### src/rtl/ctrl_pipe_pkg.sv
// Shared constants for the control-word pipeline: stage indices, default widths
// and the bubble encoding.
package ctrl_pipe_pkg;

  localparam int EX  = 0;
  localparam int MEM = 1;
  localparam int WB  = 2;

  localparam int DEFAULT_W  = 16;
  localparam int DEFAULT_CW = 8;

  localparam logic [DEFAULT_W-1:0] BUBBLE_CTRL  = '0;
  localparam logic                 BUBBLE_VALID = 1'b0;

endpackage

### src/rtl/pipe_stage_reg.sv
// One pipeline stage register: holds a masked control word and its valid flag.
module pipe_stage_reg
  import ctrl_pipe_pkg::*;
#(
  parameter int W = DEFAULT_W
) (
  input  logic         clk,
  input  logic         R,
  input  logic         LE,
  input  logic         load,
  input  logic         bubble,
  input  logic [W-1:0] din,
  input  logic         din_valid,
  input  logic [W-1:0] mask,
  output logic [W-1:0] dout,
  output logic         dout_valid
);

  always_ff @(posedge clk) begin
    if (R) begin
      dout       <= W'(BUBBLE_CTRL);
      dout_valid <= BUBBLE_VALID;
    end else if (LE && load) begin
      if (bubble || !din_valid) begin
        // An invalid stage always carries an all-zero control word.
        dout       <= W'(BUBBLE_CTRL);
        dout_valid <= BUBBLE_VALID;
      end else begin
        dout       <= din & mask;
        dout_valid <= 1'b1;
      end
    end
  end

endmodule

### src/rtl/ctrl_pipeline.sv
// Control-word pipeline with stall, flush, NOP select and a saturating
// bubble counter.
module ctrl_pipeline
  import ctrl_pipe_pkg::*;
#(
  parameter int                  W           = DEFAULT_W,
  parameter int                  STAGES      = 3,
  parameter int                  FLUSH_DEPTH = 1,
  parameter logic [STAGES*W-1:0] MASK        = '1,
  parameter int                  CW          = DEFAULT_CW
) (
  input  logic                clk,
  input  logic                R,
  input  logic                LE,
  input  logic [W-1:0]        in_ctrl,
  input  logic                in_valid,
  input  logic                SS,
  input  logic                stall,
  input  logic                flush,
  output logic [STAGES*W-1:0] stage_ctrl,
  output logic [STAGES-1:0]   stage_valid,
  output logic [CW-1:0]       bubble_cnt
);

  logic [W-1:0] stg_ctrl [STAGES];
  logic         stg_load [STAGES];
  logic         stg_bub  [STAGES];

  // Priority: flush > stall > normal advance; LE and R gate inside the stages.
  always_comb begin
    for (int k = 0; k < STAGES; k++) begin
      stg_load[k] = 1'b1;
      stg_bub[k]  = 1'b0;
    end
    if (flush) begin
      for (int k = 0; k < STAGES; k++) begin
        if (k < FLUSH_DEPTH) stg_bub[k] = 1'b1;
      end
    end else if (stall) begin
      stg_load[EX] = 1'b0;
      stg_bub[MEM] = 1'b1;
    end else begin
      stg_bub[EX] = SS | ~in_valid;
    end
  end

  for (genvar k = 0; k < STAGES; k++) begin : g_stage
    logic [W-1:0] din;
    logic         din_valid;

    if (k == EX) begin : g_first
      assign din       = in_ctrl;
      assign din_valid = in_valid;
    end else begin : g_next
      assign din       = stg_ctrl[k-1];
      assign din_valid = stage_valid[k-1];
    end

    pipe_stage_reg #(
      .W (W)
    ) u_stage (
      .clk        (clk),
      .R          (R),
      .LE         (LE),
      .load       (stg_load[k]),
      .bubble     (stg_bub[k]),
      .din        (din),
      .din_valid  (din_valid),
      .mask       (MASK[k*W +: W]),
      .dout       (stg_ctrl[k]),
      .dout_valid (stage_valid[k])
    );

    assign stage_ctrl[k*W +: W] = stg_ctrl[k];
  end

  logic bubble_event;
  assign bubble_event = SS | stall | flush | ~in_valid;

  always_ff @(posedge clk) begin
    if (R) begin
      bubble_cnt <= '0;
    end else if (LE && bubble_event && (bubble_cnt != {CW{1'b1}})) begin
      bubble_cnt <= bubble_cnt + CW'(1);
    end
  end

endmodule

### config.mk
export PLATFORM = sky130hd
export DESIGN_NAME = ctrl_pipeline
export DESIGN_NICKNAME = d
export VERILOG_FILES = /design/src/rtl/ctrl_pipe_pkg.sv /design/src/rtl/pipe_stage_reg.sv /design/src/rtl/ctrl_pipeline.sv
export SDC_FILE = /design/constraint.sdc
export NUM_CORES = 1
export LEC_CHECK = 0
export ABC_AREA = 1
export CAP_MARGIN = 30
export CORE_MARGIN = 4
export CORE_UTILIZATION = 56
export DETAILED_ROUTE_END_ITERATION = 12
export DONT_BUFFER_PORTS = 1
export GPL_ROUTABILITY_DRIVEN = 0
export PLACE_DENSITY = 0.74
export SLEW_MARGIN = 20
export SYNTH_ARGS = -nofsm -noshare
export SYNTH_HDL_FRONTEND = slang
export SYNTH_SLANG_ARGS = --single-unit
### constraint.sdc
create_clock -name clk -period 1.5 [get_ports clk]
set_clock_uncertainty 0.2 [all_clocks]
set_input_delay 0.225 -clock clk [delete_from_list [all_inputs] [get_ports clk]]
set_output_delay 0.225 -clock clk [all_outputs]
set_load 0.02 [all_outputs]
==> Word-level counts from Yosys, hierarchy flattened <==
Cells that the tools add are included.
{ "word_totals": {"out_inout_bits": 59, "ramBits": 0, "wordCells": 33, "n_memories": 0, "in_bits": 23, "reg_bits": 59, "latchBits": 0, "romBits": 0} }
{ "classes": {"mux": 12, "add_sub_neg": 1, "n_reduce_logical": 7, "n_lt_le_gt_ge": 0, "n_eq_ne": 1, "div_mod_pow": 0, "mul": 0, "n_shift": 0, "n_bitwise": 5} }
{ "ops": {"columns": ["op", "count"], "rows": [
  ["16-bit two-way mux", 3],
  ["1-bit two-way mux", 9],
  ["8-bit by 1-bit adder with 8-bit output (second input constant)", 1],
  ["8-bit != test (second input constant)", 1],
  ["1-bit OR", 4],
  ["1-bit logical AND", 3],
  ["1-bit logical NOT", 2],
  ["1-bit logical OR", 2],
  ["1-bit NOT", 1]
]} }

==> Depth between registers and ports, before layout <==
Gate-level depths: netlist (run 1).
{ "depth": {"depth_word": 6, "ltp_mapped": 9, "ltp_nobuf": 9} }

==> Cells and area by module <==
Synthesis (run 1) repeated with hierarchy kept, for this count alone.
{ "hier_totals": {"hier_cells": 416, "area_unflattened_um2": 3149.3} }
{ "modules_own_cells": {"columns": ["module", "n_inst", "cells_per_inst", "seq_area_each_um2", "area_per_inst_um2"], "rows": [
  ["pipe_stage_reg", 3, 109, 340.3, 859.6],
  ["ctrl_pipeline", 1, 89, 160.2, 570.5]
]} }

==> Worst setup path before layout (run 1) <==
Ideal clock, no wire load.
{ "synth_path": {"path_type": "reg-to-reg", "startpoint": "register bubble_cnt[0]", "endpoint": "register bubble_cnt[1]", "n_path_buf": 0, "setup_slack_ps": -79, "synth_period_minus_slack_ps": 1579, "path_stages_with_launch": 9, "required_time_ps": 1184, "arrival_time_ps": 1263, "setup_time_ps": 116, "cell_sequence": "dfxtp_1 ha_1 nand2_1 nor2_1 nand2_2 inv_1 nor2_2 nor2_1 nor2_1"} }
{ "synth_between": {"elab_chain_len": 2, "elab_cells_between_ends": 3, "classes_between": "add/sub: 1; eq/ne: 1; reduce/logical: 1"} }
{ "synth_lines": {"columns": ["element", "line", "text"], "rows": [
  ["from (decl)", "ctrl_pipeline.sv:22", "output logic [CW-1:0] bubble_cnt"],
  ["from (signal assigned)", "ctrl_pipeline.sv:84", "bubble_cnt <= bubble_cnt + CW'(1);"],
  ["branches (longest 2 deep; another with 8-bit by 1-bit adder with 8-bit output)", null, null]
]} }
Parallel ways; which one is timed is not known.
A chain may end at the register's enable or synchronous reset.

==> Worst setup path after layout (run 1) <==
{ "layout_path": {"startpoint": "register bubble_cnt[5]", "endpoint": "output bubble_cnt[5]"} }
No word-level cell between the ends.

==> results by group, run 1 <==
Status
  – Status: complete, but fails checks
  – Failing checks: hold timing

Timing
  – Pins Over Slew Limit: 0
  – Final setup vio count: 0
  – Hold Slack: -236.0 ps
  – Total negative slack: 0 ps
  – Fmax: approximately 0.7 GHz
  – Tightest Pin Transition: 468.1 ps
  – Final Hold Fails: 56
  – Min Tclk post-route: 1437 ps
  – Period utilisation layout: roughly 96%
  – Slew margin rel.: 68.72%

Placed design
  – Port Buffers: 0
  – Area post-placement: 2467 µm²
  – Final HPWL DP: 3676 µm

GRT
  – Initial antenna violation count: 0
  – First-pass GRT wire length: 8424 µm
  – Grt ovf: 0
  – Gr usage total: 20.71%
  – Largest net degree at the start of global routing: 56
  – Vias in the first global route: 1711

Power and ir drop
  – Maximum vdd ir drop: 0.7923 mV
  – Pwr Density: 1099 nW/µm²
  – Total Power: 0.002945 W
  – LEAKAGE: 0.9412 nW

Drt
  – Vias/cell: 5.608
  – Vias post-DR: 1991
  – Wire length on met2: ~2300 µm
  – Residual DRC count: 0
  – WL met3: 600 µm
  – Iteration-0 DRC Markers: approximately 220
  – Routed Wire Length: 5382 µm
  – Routed WL per cell: roughly 15 µm
  – Met1 WL: 2428 µm
  – DR pass1 iterations: 4
  – Top Layer Used: met4
  – Post-DRT Antenna Nets: 0

Die
  – Vert. Die Dim: 73.53 µm
  – Starting Density: 58.85%
  – Die X: 73.53 µm
  – Die Area: about 5400 µm²
  – Core outline area: 4086 µm²
  – FP Rows: 23
  – IO Pins: 82

Synthesis
  – Mapped Avg Cell Area: 8.236 µm²
  – Cell with the most instances after synthesis: dfxtp_1
  – Netlist Area Pre-Place: 2405 µm²
  – Syn. warnings: 0
  – Synth Instances: 292
  – Synth Register Bits: 59
  – Library cells used by synthesis: 26
  – Synth top area cells: dfxtp_1, nand2_1, nand3_1
  – Sequential area share after synthesis: 49.12%
  – Cell taking the most area after synthesis: dfxtp_1
  – Synth Flop Type: dfxtp_1
  – FFs w/ async S/R, synth: 0%
  – Yosys top cell area share: 49.12%
  – Post-synth top cells: dfxtp_1, nand2_1, nand3_1
  – EDFF count, synth: 0
  – Synth Net Count: 316

Clock tree
  – Total CTS buffers: 9
  – Clock Path Buffers: 2
  – CTS HTree Levels: 3
  – Hold_buf cts: 2
  – Reg clk slew, reported paths: around 60 ps
  – Worst skew pair latency: approximately 330 ps
  – TritonCTS clock tree: built
  – Root Buffer: clkbuf_8
  – CTS sink cnt: 59

Critical path
  – Worst setup SP type: register
  – Reg2reg start: bubble_cnt[0]
  – Arr. time, crit path: between 1000 and 1500 ps
  – Worst-path maximum fanout: 6
  – CP Launch Point: bubble_cnt[5]
  – R2R depth: 8
  – CP endpoint kind: primary output
  – Flop-to-flop setup slack: around 90 ps
  – CP Capture Point: bubble_cnt[5]
  – Critical path class: reg2out
  – FF-to-FF End: bubble_cnt[7]
  – Req. time, crit path: 1070 ps

Finish
  – Area Overhead vs Synth: 11.50%
  – Sequential cell area: 1184 µm²
  – Multi-input logic area: around 1100 µm²
  – Fillcell total: approximately 360
  – # diodes: 0
  – NumNets Final: approximately 320
  – Fraction of layout cells with a size suffix above 1: 21.64%
  – Final instance area: 2681 µm²

Job
  – Max-cap check violation count: 0

Hold path
  – Hold WC Path Type: in2reg
## cells by family (layout without fill, tap and decap cells)
kind of cell,after synthesis,in the layout,synth area share [%]
AOI/OAI and AO/OA,60,60,16.81
buffers and inverters,34,47,7.336
xor gates and xnor gates,1,1,0.3643
adders and majority gates,1,1,0.5202
and+or+nand+nor,137,137,25.86
DFF,59,59,49.12
## per-stage QoR
step | instances | utilization, % | hold WS, ps | worst slack (ps)
4_1_cts | 354 | 64.82 | -248.9 | 58.09
5_1_grt | 355 | 65.62 | -255.9 | -11.22
6_report | 355 | 65.62 | -236.0 | 63.36
3_5_place_dp | 336 | 60.38 | 102.8 | 71.12
2_1_floorplan | 292 | - | 159.5 | 26.19
3_3_place_gp | 336 | 60.38 | 99.74 | 107.4
## where the power goes
group / internal [W] / switching, W / total, W
Clock: 0.000590 / 0.000601 / 0.00119
Sequential: 0.00158 / 0.0000235 / 0.00161
Combinational: 0.0000542 / 0.0000941 / 0.000148
Total: 0.00223 / 0.000718 / 0.00295
## layer usage
layer | vias to the layer above | global-route usage, %
li1 | 998 | -
met1 | 888 | 29.13
met2 | 96 | 28.05
met3 | 9 | 8.208
met4 | 0 | 8.451
met5 | - | 0
## placed cells by master (no fill, tap or decap)
master | netlist | routed
dfxtp_1 | 59 | 57
nand2_1 | 57 | 56
nand3_1 | 40 | 40
a21oi_1 | 37 | 37
nor2_1 | 22 | 21
buf_4 | 4 | 15
inv_1 | 11 | 10
nor2_2 | 10 | 10
a22oi_2 | 9 | 9
clkbuf_8 | 1 | 9
a22oi_1 | 7 | 7
inv_2 | 2 | 3
nor2_4 | 2 | 3
nand2_2 | 2 | 3
o21ai_0 | 4 | 3
clkinv_2 | 0 | 3
a21oi_2 | 2 | 2
nand4_1 | 2 | 2
dfxtp_2 | 0 | 2
clkinvlp_4 | 0 | 2
clkbuf_1 | 6 | 2
dlygate4sd3_1 | 0 | 2
o21ai_4 | 1 | 1
nor3_2 | 0 | 1
nand3_4 | 0 | 1
xor2_1 | 1 | 1
o21ai_1 | 0 | 1
ha_2 | 0 | 1
buf_12 | 0 | 1
## state kept, by name, indices dropped and copies added (netlist names)
| signal | cells |
|---|---|
| g_stage.u_stage.dout | 48 |
| bubble_cnt | 8 |
| g_stage.u_stage.dout_valid | 3 |
## what timing repair did
action,CTS,global route
endpoints found under the setup margin,0,4
endpoints found under the hold margin,59,56
buffers inserted,0,1
resized for setup,0,8
## critical path, stage by stage (launching register included)
cell	delay, ps
dfxtp_1	370
buf_4	170
buf_4	150
## cell type report
type,count,share of cell area (%)
inverters,13,1.820
multi-input cells,199,39.99
repair buffers,18,5.693
flip-flops and latches,59,44.14
well taps,50,2.333
clock inverters,5,1.120
clock buffers,11,4.900
## how the worst min path moves through the flow
stage / startpoint / endpoint / slack (ps) / cells past startpoint
3_5_place_dp: R / g_stage[0].u_stage.dout[8] / 100 / 1
2_1_floorplan: in_ctrl[10] / g_stage[0].u_stage.dout[10] / 160 / 2
4_1_cts: R / g_stage[1].u_stage.dout[1] / -250 / 1
6_report: R / bubble_cnt[4] / -240 / 1
3_3_place_gp: R / g_stage[0].u_stage.dout[7] / 100 / 1
5_1_grt: R / g_stage[0].u_stage.dout[12] / -260 / 1
Note: power is estimated with default switching activity, not from simulation.
==> inputs of run 2 (changes only) <==
CORE_ASPECT_RATIO = 0.5   (was unset)
==> run 2 against run 1 <==
Against the previous run: the flow still finishes with violations (hold timing); setup slack got worse by 3.1 ps; combinational power rose by 3%; via count rose by 0.80%; largest cell class unchanged; global-route usage rose by 0.35 points; clock power barely moved; utilization rose by 0.99 points; non-clock buffer count did not move; critical path depth rose by 6; largest power group unchanged; sequential share of layout area rose by 0.067 points.
==> results by group, run 2 (synthesis results as in run 1) <==
Critical path
  – Arr. time, crit path: approximately 1500 ps
  – FF-to-FF End: bubble_cnt[5]
  – Worst-path maximum fanout: 5
  – Req. time, crit path: 1550 ps
  – R2R depth: 8
  – Critical path class: reg2reg
  – CP Launch Point: bubble_cnt[0]
  – Worst setup SP type: register
  – Reg2reg start: bubble_cnt[0]
  – CP Capture Point: bubble_cnt[5]
  – Flop-to-flop setup slack: around 60 ps
  – CP endpoint kind: register

Finish
  – Sequential cell area: 1185 µm²
  – Fraction of layout cells with a size suffix above 1: roughly a fifth
  – Area Overhead vs Synth: 11.45%
  – Multi-input logic area: about 1100 µm²
  – Commonest non-fill, non-tap cells in the layout: nand2_1, dfxtp_1, nand3_1, a21oi_1, nor2_1
  – # diodes: 0
  – Commonest non-fill, non-tap cell in the layout: nand2_1
  – Fillcell total: 327
  – Largest regs: g_stage.u_stage.dout: 48 flops, bubble_cnt: 8 flops, g_stage.u_stage.dout_valid: 3 flops
  – Max reg flops: between 40 and 50
  – NumNets Final: ~320
  – Biggest register: g_stage.u_stage.dout

GRT
  – Gr usage total: 21.07%
  – First-pass GRT wire length: 8845 µm
  – Initial antenna violation count: 0
  – Vias in the first global route: 1879
  – Grt ovf: 0
  – Largest net degree at the start of global routing: 56

Die
  – IO Pins: 82
  – Die Area: 5470 µm²
  – Die X: 100.7 µm
  – Starting Density: 59.76%
  – Core outline area: 4024 µm²
  – Vert. Die Dim: 54.34 µm
  – FP Rows: 16

Timing
  – RSZ-0062 raised after global routing: yes
  – Min Tclk post-route: 1440 ps
  – Slew margin rel.: a little under two thirds
  – Fmax: 0.6946 GHz
  – Pins Over Slew Limit: 0
  – Hold Slack: -237.7 ps
  – Tightest Pin Transition: roughly 540 ps
  – Period utilisation layout: 95.98%
  – Final setup vio count: 0
  – Final Hold Fails: 55

Power and ir drop
  – Pwr Density: 1093 nW/µm²
  – LEAKAGE: 0.9519 nW
  – Maximum vdd ir drop: 0.8152 mV
  – Total Power: a little under 0.003 W

Placed design
  – Port Buffers: 0
  – Final HPWL DP: ~3900 µm

Status
  – Status: complete, but fails checks
  – Failing checks: hold timing

Drt
  – DR pass1 iterations: 5
  – Routed WL per cell: 15.59 µm
  – Residual DRC count: 0
  – Routed Wire Length: 5583 µm
  – Post-DRT Antenna Nets: 0
  – Iteration-0 DRC Markers: 184
  – Vias post-DR: approximately 2000
  – Vias/cell: 5.606

Clock tree
  – Reg clk slew, reported paths: 60 ps
  – Worst skew pair latency: 310 ps
  – Hold_buf cts: 2
  – Total CTS buffers: 9
  – CTS HTree Levels: 3
  – CTS sink cnt: 59
  – Root Buffer: clkbuf_8
  – Clock Path Buffers: 2
  – TritonCTS clock tree: built

Job
  – Max-cap check violation count: 0

Hold path
  – Hold WC Path Type: in2reg
-- run 2: cell count changes in the layout (fill, tap and decap cells not counted), sizes merged --
| cell | previous run | this run |
|---|---|---|
| clkbuf | 11 | 12 |
| clkinvlp | 2 | 0 |
-- run 2: per-stage QoR --
stage	utilization (%)	setup TNS, ps	worst slack [ps]	cells	area, µm²
2_1_floorplan	-	0	26.19	292	2407
3_3_place_gp	61.07	0	99.19	338	2457
3_5_place_dp	61.07	0	72.08	338	2457
4_1_cts	65.55	0	59.19	355	2638
5_1_grt	66.60	-70.94	-38.49	358	2680
6_report	66.60	0	60.25	358	2680
-- run 2: power breakdown --
group / switching (W) / total [W] / internal (W) / leakage, nW
combinational: 0.0000973 / 0.000152 / 0.0000551 / 0.389
sequential: 0.0000236 / 0.00161 / 0.00158 / 0.477
clock: 0.000543 / 0.00117 / 0.000627 / 0.0860
-- run 2: worst min-delay path by stage --
stage                                   to  slack, ps  depth (start not counted)   startpoint
6_report                     bubble_cnt[5]       -240                          1            R
5_1_grt                      bubble_cnt[5]       -250                          1            R
4_1_cts        g_stage[1].u_stage.dout[14]       -250                          1            R
3_5_place_dp    g_stage[2].u_stage.dout[7]        100                          1            R
3_3_place_gp    g_stage[2].u_stage.dout[7]        100                          1            R
2_1_floorplan  g_stage[0].u_stage.dout[10]        160                          2  in_ctrl[10]
-- run 2: routing by layer --
metal	up-vias	wire length, µm	track usage (%)	part of all wire [%]
met5	-	0	0	0
li1	998	-	-	-
met2	84	2456	31.81	44
met3	6	518	10.05	9.3
met4	0	57	6.488	1.0
met1	919	2550	26.88	46
-- run 2: critical path, stage by stage (launching register included) --
cell,delay (ps)
dfxtp_2,320
ha_1,200
nand2_1,100
nor2_2,40
nand2_2,110
inv_1,90
nor2_4,130
nand2_1,80
a21oi_2,110
-- run 2: repair_timing --
| action | in CTS | in global routing |
|---|---|---|
| endpoints found under the setup margin | 0 | 5 |
| endpoints found under the hold margin | 59 | 54 |
| setup buffers | 0 | 3 |
| gates resized for setup | 0 | 7 |
-- run 2: cell type report --
type,count,area share [%]
clock buffers,12,5.415
repair buffers,18,5.696
multi-input cells,199,39.78
well taps,54,2.521
flip-flops and latches,59,44.21
clock inverters,3,0.5602
inverters,13,1.821
